==> src/rtl/lc3_host_link_pkg.sv <==
// Shared opcodes, reply code and state encodings for the LC-3 host link.
package lc3_host_link_pkg;

   localparam logic [2:0] OP_STATUS  = 3'd1;
   localparam logic [2:0] OP_RUN     = 3'd2;
   localparam logic [2:0] OP_STOP    = 3'd3;
   localparam logic [2:0] OP_LOAD    = 3'd4;
   localparam logic [2:0] OP_DUMP    = 3'd5;
   localparam logic [2:0] OP_RESTART = 3'd6;
   localparam logic [7:0] REPLY_OK   = 8'h00;

   typedef enum logic [2:0] {
      S_IDLE, S_SEND, S_FETCH, S_WAIT_REPLY, S_RECV_HI, S_RECV_LO, S_FINISH
   } link_state_e;

   typedef enum logic [2:0] {
      P_IDLE, P_WAIT_FREE, P_WAIT_RISE, P_WAIT_FALL, P_GAP
   } pacer_state_e;

   function automatic logic op_known(input logic [2:0] op);
      return (op != 3'd0) && (op != 3'd7);
   endfunction

   function automatic logic op_is_range(input logic [2:0] op);
      return (op == OP_LOAD) || (op == OP_DUMP);
   endfunction

endpackage

==> src/rtl/lc3_tx_pacer.sv <==
// One-byte uart_tx handshake: wait idle, pulse start, follow busy high then low, then idle BYTE_GAP cycles.
module lc3_tx_pacer
   import lc3_host_link_pkg::*;
#(
   parameter logic [7:0] BYTE_GAP = 8'd16
) (
   input  logic       clk_i,
   input  logic       reset_i,
   input  logic       send_i,
   input  logic [7:0] byte_in_i,
   output logic       ready_o,
   output logic       tx_start_o,
   output logic [7:0] tx_data_o,
   input  logic       tx_busy_i
);
   pacer_state_e state_q, state_d;
   logic [7:0]   byte_q;
   logic [7:0]   gap_q;
   logic         tx_start_q;
   logic [7:0]   tx_data_q;

   always_ff @(posedge clk_i) begin
      if (reset_i) state_q <= P_IDLE;
      else         state_q <= state_d;
   end

   always_comb begin
      state_d = state_q;
      case (state_q)
         P_IDLE:      if (send_i) state_d = P_WAIT_FREE;
         P_WAIT_FREE: if (!tx_busy_i) state_d = P_WAIT_RISE;
         P_WAIT_RISE: if (tx_busy_i) state_d = P_WAIT_FALL;
         P_WAIT_FALL: if (!tx_busy_i) state_d = (BYTE_GAP == 8'd0) ? P_IDLE : P_GAP;
         P_GAP:       if (gap_q == BYTE_GAP - 8'd1) state_d = P_IDLE;
         default:     state_d = P_IDLE;
      endcase
   end

   always_comb begin
      ready_o    = (state_q == P_IDLE);
      tx_start_o = tx_start_q;
      tx_data_o  = tx_data_q;
   end

   // tx_data only changes together with tx_start, so it stays stable for the whole byte.
   always_ff @(posedge clk_i) begin
      if (reset_i) begin
         byte_q     <= '0;
         gap_q      <= '0;
         tx_start_q <= 1'b0;
         tx_data_q  <= '0;
      end else begin
         tx_start_q <= 1'b0;
         if (state_q == P_IDLE && send_i) byte_q <= byte_in_i;
         if (state_q == P_WAIT_FREE && !tx_busy_i) begin
            tx_start_q <= 1'b1;
            tx_data_q  <= byte_q;
         end
         gap_q <= (state_q == P_GAP) ? gap_q + 8'd1 : 8'd0;
      end
   end

endmodule

==> src/rtl/lc3_host_link.sv <==
// Host-side LC-3 board link: serialises one command at a time to uart_tx and parses board replies.
module lc3_host_link
   import lc3_host_link_pkg::*;
#(
   parameter logic [23:0] ACK_TIMEOUT = 24'd12_000_000,
   parameter logic [7:0]  BYTE_GAP    = 8'd16
) (
   input  logic        clk_i,
   input  logic        reset_i,
   input  logic        cmd_valid_i,
   output logic        cmd_ready_o,
   input  logic [2:0]  cmd_op_i,
   input  logic [15:0] cmd_min_i,
   input  logic [15:0] cmd_max_i,
   output logic [15:0] src_addr_o,
   input  logic [15:0] src_data_i,
   output logic        snk_we_o,
   output logic [15:0] snk_addr_o,
   output logic [15:0] snk_data_o,
   output logic        tx_start_o,
   output logic [7:0]  tx_data_o,
   input  logic        tx_busy_i,
   input  logic        rx_ready_i,
   input  logic [7:0]  rx_data_i,
   output logic [7:0]  status_byte_o,
   output logic        done_o,
   output logic        err_o
);
   link_state_e state_q, state_d;
   logic [2:0]  op_q;
   logic [15:0] max_q;
   logic [16:0] addr_q;
   logic [7:0]  buf_q [0:7];
   logic [7:0]  load_bytes [0:7];
   logic [2:0]  n_q, idx_q;
   logic        data_ph_q, fetch_ph_q, err_q, snk_we_q;
   logic [7:0]  hi_q, status_q;
   logic [15:0] snk_addr_q, snk_data_q;
   logic [23:0] to_q;
   logic        pace_ready, pace_send, cmd_fire, cmd_bad, send_done;
   logic        waiting, timeout, at_max, buf_load;

   lc3_tx_pacer #(.BYTE_GAP(BYTE_GAP)) u_pacer (
      .clk_i      (clk_i),
      .reset_i    (reset_i),
      .send_i     (pace_send),
      .byte_in_i  (buf_q[idx_q]),
      .ready_o    (pace_ready),
      .tx_start_o (tx_start_o),
      .tx_data_o  (tx_data_o),
      .tx_busy_i  (tx_busy_i)
   );

   always_comb begin
      cmd_fire  = cmd_valid_i && (state_q == S_IDLE);
      cmd_bad   = !op_known(cmd_op_i) || (op_is_range(cmd_op_i) && (cmd_min_i > cmd_max_i));
      pace_send = (state_q == S_SEND) && pace_ready && (idx_q != n_q);
      send_done = (state_q == S_SEND) && pace_ready && (idx_q == n_q);
      waiting   = (state_q == S_WAIT_REPLY) || (state_q == S_RECV_HI) || (state_q == S_RECV_LO);
      timeout   = waiting && !rx_ready_i && (to_q == ACK_TIMEOUT - 24'd1);
      at_max    = (addr_q[15:0] == max_q);
      buf_load  = cmd_fire || ((state_q == S_FETCH) && fetch_ph_q);
      for (int i = 0; i < 8; i++) load_bytes[i] = 8'h00;
      // The byte queue holds either the command header or one fetched word, hi first.
      if (state_q == S_FETCH) begin
         load_bytes[0] = src_data_i[15:8];
         load_bytes[1] = src_data_i[7:0];
      end else begin
         load_bytes[0] = {5'd0, cmd_op_i};
         load_bytes[1] = cmd_min_i[15:8];
         load_bytes[2] = cmd_min_i[7:0];
         load_bytes[3] = cmd_max_i[15:8];
         load_bytes[4] = cmd_max_i[7:0];
      end
   end

   always_ff @(posedge clk_i) begin
      if (reset_i) state_q <= S_IDLE;
      else         state_q <= state_d;
   end

   always_comb begin
      state_d = state_q;
      case (state_q)
         S_IDLE:  if (cmd_fire) state_d = cmd_bad ? S_FINISH : S_SEND;
         S_SEND: if (send_done) begin
            if (op_q == OP_DUMP)                             state_d = S_RECV_HI;
            else if (op_q == OP_LOAD && !(data_ph_q && at_max)) state_d = S_FETCH;
            else                                             state_d = S_WAIT_REPLY;
         end
         S_FETCH:      if (fetch_ph_q) state_d = S_SEND;
         S_WAIT_REPLY: if (rx_ready_i || timeout) state_d = S_FINISH;
         S_RECV_HI: begin
            if (rx_ready_i)   state_d = S_RECV_LO;
            else if (timeout) state_d = S_FINISH;
         end
         S_RECV_LO: begin
            if (rx_ready_i)   state_d = at_max ? S_FINISH : S_RECV_HI;
            else if (timeout) state_d = S_FINISH;
         end
         S_FINISH: state_d = S_IDLE;
         default:  state_d = S_IDLE;
      endcase
   end

   always_comb begin
      cmd_ready_o   = (state_q == S_IDLE);
      done_o        = (state_q == S_FINISH);
      err_o         = err_q;
      src_addr_o    = addr_q[15:0];
      snk_we_o      = snk_we_q;
      snk_addr_o    = snk_addr_q;
      snk_data_o    = snk_data_q;
      status_byte_o = status_q;
   end

   always_ff @(posedge clk_i) begin
      if (reset_i) begin
         op_q <= '0; max_q <= '0; addr_q <= '0; n_q <= '0; idx_q <= '0;
         data_ph_q <= 1'b0; fetch_ph_q <= 1'b0; err_q <= 1'b0; snk_we_q <= 1'b0;
         hi_q <= '0; status_q <= '0; snk_addr_q <= '0; snk_data_q <= '0; to_q <= '0;
         for (int i = 0; i < 8; i++) buf_q[i] <= '0;
      end else begin
         snk_we_q <= 1'b0;
         // Reloads whenever not waiting and on every received byte.
         to_q <= (waiting && !rx_ready_i) ? to_q + 24'd1 : 24'd0;
         if (buf_load) for (int i = 0; i < 8; i++) buf_q[i] <= load_bytes[i];
         if (cmd_fire) begin
            op_q      <= cmd_op_i;
            max_q     <= cmd_max_i;
            addr_q    <= {1'b0, cmd_min_i};
            err_q     <= cmd_bad;
            data_ph_q <= 1'b0;
            idx_q     <= 3'd0;
            n_q       <= op_is_range(cmd_op_i) ? 3'd5 : 3'd1;
         end
         if (pace_send) idx_q <= idx_q + 3'd1;
         if (send_done && op_q == OP_LOAD) begin
            data_ph_q <= 1'b1;
            if (data_ph_q && !at_max) addr_q <= addr_q + 17'd1;
         end
         if (state_q == S_FETCH) begin
            fetch_ph_q <= ~fetch_ph_q;
            if (fetch_ph_q) begin
               n_q   <= 3'd2;
               idx_q <= 3'd0;
            end
         end
         if (timeout) err_q <= 1'b1;
         if (rx_ready_i) begin
            case (state_q)
               S_WAIT_REPLY: begin
                  if (op_q == OP_STATUS)          status_q <= rx_data_i;
                  else if (rx_data_i != REPLY_OK) err_q    <= 1'b1;
               end
               S_RECV_HI: hi_q <= rx_data_i;
               S_RECV_LO: begin
                  snk_we_q   <= 1'b1;
                  snk_addr_q <= addr_q[15:0];
                  snk_data_q <= {hi_q, rx_data_i};
                  if (!at_max) addr_q <= addr_q + 17'd1;
               end
               default: ;
            endcase
         end
      end
   end

endmodule

==> config.mk <==
export PLATFORM = sky130hd
export DESIGN_NAME = lc3_host_link
export DESIGN_NICKNAME = d
export VERILOG_FILES = /design/src/rtl/lc3_host_link_pkg.sv /design/src/rtl/lc3_tx_pacer.sv /design/src/rtl/lc3_host_link.sv
export SDC_FILE = /design/constraint.sdc
export NUM_CORES = 1
export LEC_CHECK = 0
export CAP_MARGIN = 10
export CORE_MARGIN = 4
export CORE_UTILIZATION = 36
export CTS_CLUSTER_SIZE = 16
export DETAILED_ROUTE_END_ITERATION = 6
export PLACE_DENSITY = 0.68
export SYNTH_ARGS = -nofsm -noshare
export SYNTH_HDL_FRONTEND = slang
export SYNTH_SLANG_ARGS = --single-unit
==> constraint.sdc <==
create_clock -name clk_i -period 5.2 [get_ports clk_i]
set_clock_uncertainty 0.05 [all_clocks]
set_input_delay 1.3 -clock clk_i [delete_from_list [all_inputs] [get_ports clk_i]]
set_output_delay 1.3 -clock clk_i [all_outputs]
set_load 0.005 [all_outputs]
[Word-level counts from Yosys, hierarchy flattened]
Memory sizes are Yosys's and may differ from the RTL's. A register that Yosys moved wholly into a read port is not among the register bits.
Cells that the tools add are included.
Word-level totals
  flip-flop bits (word level): 141
  memory bits (writable): 64
  input port bits: 64
  output and inout bits: 69
  logic and storage cells: 163
  memories kept: 1
Memories
  buf_q: depth 8, width 8, read ports 1, clocked after memory_dff 1, wr ports 8, RTL line lc3_host_link.sv:33  | logic [7:0] buf_q [0:7];
Operators by class
  $add $sub $neg: 4
  order comparisons: 1
  equal/unequal tests: 30
  multiplexer cells: 57
  bitwise logic cells: 12
  reductions and logical operators: 39
Operators with widths (count)
  $mux 17: 6
  $mux 3: 22
  $mux 8: 8
  $add 24x1->24 const B: 1
  $eq 24x24->1 const B: 1
  $eq 3x3->1 const B: 8
  $mux 24: 1
  $pmux 3 s6: 1
  $add 17x1->17 const B: 1
  $eq 16x16->1: 1
  $gt 16x16->1: 1
  $mux 1: 16
  $mux 16: 1
  $logic_and 1x1->1: 15
  $pmux 3 s5: 1
  $eq 3x2->1 const B: 4
  $ne 2x2->1 const B: 5
  $eq 3x1->1 const B: 3
  $add 8x1->8 const B: 1
  $eq 8x4->1 const B: 1
  $ne 2x1->1 const B: 4
  $or 1x1->1: 8
  $reduce_bool 8->1: 1
  $logic_not 3->1: 2
  15 further kinds: 30

[Longest topological paths before layout]
  word-level depth: 10
  gate-level depth with buffers: 9
  depth with buffers taken out: 8

[Modules after synthesis]
A second synthesis with hierarchy kept.
Second synthesis, totals
  cells, all modules: 981
  area, all modules: 8624.5 um2
Modules (own cells, without submodules)
  lc3_host_link: times used 1, cells an instance 856, area an instance 7521.0 um2, seq. area each 3603.5 um2
  lc3_tx_pacer: times used 1, cells an instance 125, area an instance 1103.6 um2, seq. area each 560.5 um2

[Least setup slack after synthesis]
No wires, ideal clock.
  kind: input -> register
  start: input port reset_i
  end: memory buf_q[0][0], enable pin
  library setup time: 0.405 ns
  arrival time: 2.741 ns
  data required time: 4.745 ns
  setup slack: 2.003 ns
  stages on the path: 3
  buffers on the path: 1
  cell sequence: clkbuf_1 nand2b_1 nand2b_1
RTL lines
  start: declaration: RTL line lc3_host_link.sv:9  | input logic reset_i,
  end: declaration: RTL line lc3_host_link.sv:33

[Worst setup path in the final report]
  start: input port cmd_max_i[15]
  end: register state_q[1]
Between the ends
  cells in the longest elaborated chain, start to end: 6
Ends and longest elaborated chain
  start: declaration: RTL line lc3_host_link.sv:14  | input logic [15:0] cmd_max_i,
  $gt 16x16->1: RTL line lc3_host_link.sv:56  | cmd_bad = !op_known(cmd_op_i) || (op_is_range(cmd_op_i) && (cmd_min_i > cmd_max_i));
  $logic_and 1x1->1: RTL line lc3_host_link.sv:56
  $logic_or 1x1->1: RTL line lc3_host_link.sv:56
  $mux 3 (2 in a row): RTL line lc3_host_link.sv:85  | S_IDLE: if (cmd_fire) state_d = cmd_bad ? S_FINISH : S_SEND;
  $pmux 3 s6: RTL line lc3_host_link.sv:84  | case (state_q)
  end signal: assignment: RTL line lc3_host_link.sv:79  | else state_q <= state_d;
  end: declaration: RTL line lc3_host_link.sv:29  | link_state_e state_q, state_d;
Every way passes these cells. The select of a mux whose other input is x is not followed.
A chain may end at the register's enable or synchronous reset.

==> results.txt <==
# port buffers - 132
root buf cell - clkbuf_16
status - finished, final reports clean
routed len/inst - 16.36 µm
drt first pass iters - 5
WP data required - 5440 ps
Final Cycle Share - 69.88%
Slew Viols, Final - 0
Max VDD drop - 0.2578 mV
CTS tree - yes
Inst Count DP - 1342
Most Crowded Layer GR - met2
Primary FF master, synth - dfxtp_1
share of post-route cells with drive strength above 1 - 5.844%
DR vias - 6978
Critical Path Max Stage Delay - 530 ps
HP Class - flop to flop
number of core rows - 55
power consumption - 0.004158 W
Max Root-Sink Buffers - 2
Worst setup SP type - input port
chip height - 161.1 µm
antenna violations before repair - 0
Synth Net Count - 1027
initial core utilization - 36.92%
Global Route Usage Sum - 17.23%
area delta synth->final - 25.41%
# hold bufs at CTS - 0
DRC Markers - 0
Worst Path Arrival - 3870 ps
Slew @ Worst Pin - 1104 ps
RSZ-0062 raised after global routing - no
Die Wd - 161.1 µm
clock-pin slew of the registers on the worst-case setup and hold paths - 70 ps
postcts setup bufs - 0
Final min period - 3634 ps
M3 GR Usage - 4.210%
vias in the first global route - 6591
Synth area leaders - dfxtp_1, edfxtp_1, nand2_1
GRT overflow - 0
largest net degree at the start of global routing - 74
first-pass GRT wire length - 35960 µm
CTS H-tree lvls - 4
fraction of registers with async set or reset after synthesis - 0%
CP max FO - 4
Post-synth EDFFs - 40
Die ar. - 25940 µm²
fillers - 2219
post-route insts no fill - 1374
Cell Pwr Density - 393.1 nW/µm²
total number of yosys warnings - 0
share of the synthesized area in the top cell type - 35.13%
register area share after synthesis - 49.37%
post-route setup TNS - 0 ps
kind of critical path - input port to flop
DR iter-0 viols - 541
antenna violation net count after detailed routing - 0
final setup vio count - 0
Placer Congestion - 0.8711
average cell area after synthesis - 8.944 µm²
Final nets - 1132
worst-path cell chain - clkdlybuf4s50_1, inv_1, ha_1, nand4_1, nor4_1, a41o_1, a31oi_1, a2111oi_0, o22ai_1
Max Freq - 0.2752 GHz
Post-Syn Area - 8434 µm²
cell taking the most area after synthesis - dfxtp_1
M2 GR Usage - 27.38%
max-cap violations - 0
clk sinks - 188
CTS buffer count - 17
critical path endpoint category - flop
Synth cell types - 63
Post-DP HPWL - 16030 µm
leakage power - 3.828 nW
Max-slew headroom - 26.13%
Fin. Hold Viols - 0
n_diodes - 0
wirelength, routed - 22480 µm
Skew-Pair Late Insertion Delay - 430 ps
post-cts sizing count - 0
Gate Count Post-Synth - 943
met1 usage - 23.81%
Ports - 133
Vias/cell - 5.079
Critical Path Slowest Stage Cell - clkdlybuf4s50_1
Synth Register Bits - 188
area of the core - 22850 µm²
## registers in the layout (all words and copies together) (netlist names), 3 cells and up
name	flops
buf_q	40
u_pacer.state_q	3
status_byte_o	8
max_q	16
u_pacer.gap_q	8
n_q	3
idx_q	3
state_q	3
snk_addr_o	16
op_q	3
hi_q	8
u_pacer.byte_q	8
snk_data_o	16
addr_q	16
u_pacer.tx_data_o	8
to_q	24
## power breakdown
part	switching, W	leakage (nW)	internal (W)
clock	0.000623	0.304	0.000738
sequential	0.000164	1.63	0.00170
combinational	0.000546	1.89	0.000386
total	0.00133	3.83	0.00283
## worst max-delay path: cells and delay by family
family / cells / cell delay [ps]
fa+ha+maj: 1 / 330
compound gates: 4 / 1010
simple gates: 2 / 620
buf+inv: 2 / 610
## metal layers
layer	vias up	part of all wire [%]
met5	-	0
met4	0	1.3
met3	17	5.6
met2	164	46
met1	3306	47
li1	3491	-
## cells in the mapped netlist, types with 11 or more instances
cell and n:
nand2_1 177, dfxtp_1 148, a21oi_1 95, nor2_1 89, edfxtp_1 40, clkbuf_1 35, nor3_1 35, xor2_1 35
inv_1 28, ha_1 20, nand3_1 18, o21ai_0 18, a22oi_1 16, and2_1 16, xnor2_1 16, nand4_1 14
a22o_1 11, buf_2 11, nand2b_1 11
## cell families (layout without fill, tap and decap cells)
family	count (synthesis)	count (layout)	share of synthesized area (%)
fa+ha+maj	20	20	2.967
flops	188	188	49.37
compound gates	177	177	12.70
mux	18	18	3.323
buf+inv	82	200	4.094
xor+xnor	51	51	5.296
simple gates	407	407	22.25
## final timing paths
path | from | depth (start not counted) | to | slack [ps]
min | to_q[0] | 1 | to_q[0] | 390
min reg2reg | to_q[0] | 1 | to_q[0] | 390
max | cmd_max_i[15] | 9 | state_q[1] | 1570
max reg2reg | idx_q[0] | 6 | addr_q[11] | 2460
## placed cells by master, fill, tap and decap left out, types with 6 or more instances in the layout
| cell type | Yosys | layout |
|---|---|---|
| inv_6 | 0 | 7 |
| o21ai_0 | 18 | 18 |
| nor3_1 | 35 | 35 |
| clkbuf_16 | 0 | 17 |
| nand4_1 | 14 | 14 |
| mux2i_1 | 10 | 10 |
| nand3_1 | 18 | 18 |
| a21oi_1 | 95 | 95 |
| dfxtp_1 | 148 | 148 |
| mux4_2 | 8 | 8 |
| a22o_1 | 11 | 11 |
| nand2b_1 | 11 | 10 |
| ha_1 | 20 | 20 |
| buf_4 | 4 | 8 |
| nor4_1 | 9 | 9 |
| and2_1 | 16 | 16 |
| nor2_1 | 89 | 88 |
| inv_1 | 28 | 28 |
| xor2_1 | 35 | 35 |
| edfxtp_1 | 40 | 40 |
| xnor2_1 | 16 | 16 |
| nand2_1 | 177 | 177 |
| clkdlybuf4s50_1 | 0 | 131 |
| nand3b_1 | 6 | 6 |
| a22oi_1 | 16 | 16 |
| o22ai_1 | 7 | 7 |
## stage by stage
stage               hold WS [ps]  util, %  setup slack [ps]  cell area [µm²]
CTS                        397.4    46.30              1634            10580
finish                     391.6    46.30              1566            10580
global placement           376.4    43.62              1335             9966
global route               406.2    46.30              1428            10580
detailed placement         386.4    43.62              1214             9966
floorplan                  362.9        -              2003             8434
## area by class of cell
cell class                      count  area (µm²)  area share [%]
Multi-Input combinational cell    673        3930           37.15
Inverter                           29       108.9           1.029
Timing Repair Buffer              139        1371           12.96
Sequential cell                   188        4164           39.37
Clock inverter                     15       186.4           1.762
Clock buffer                       17       425.4           4.022
Tap cell                          313       391.6           3.702
(Power assumes the default switching activity.)
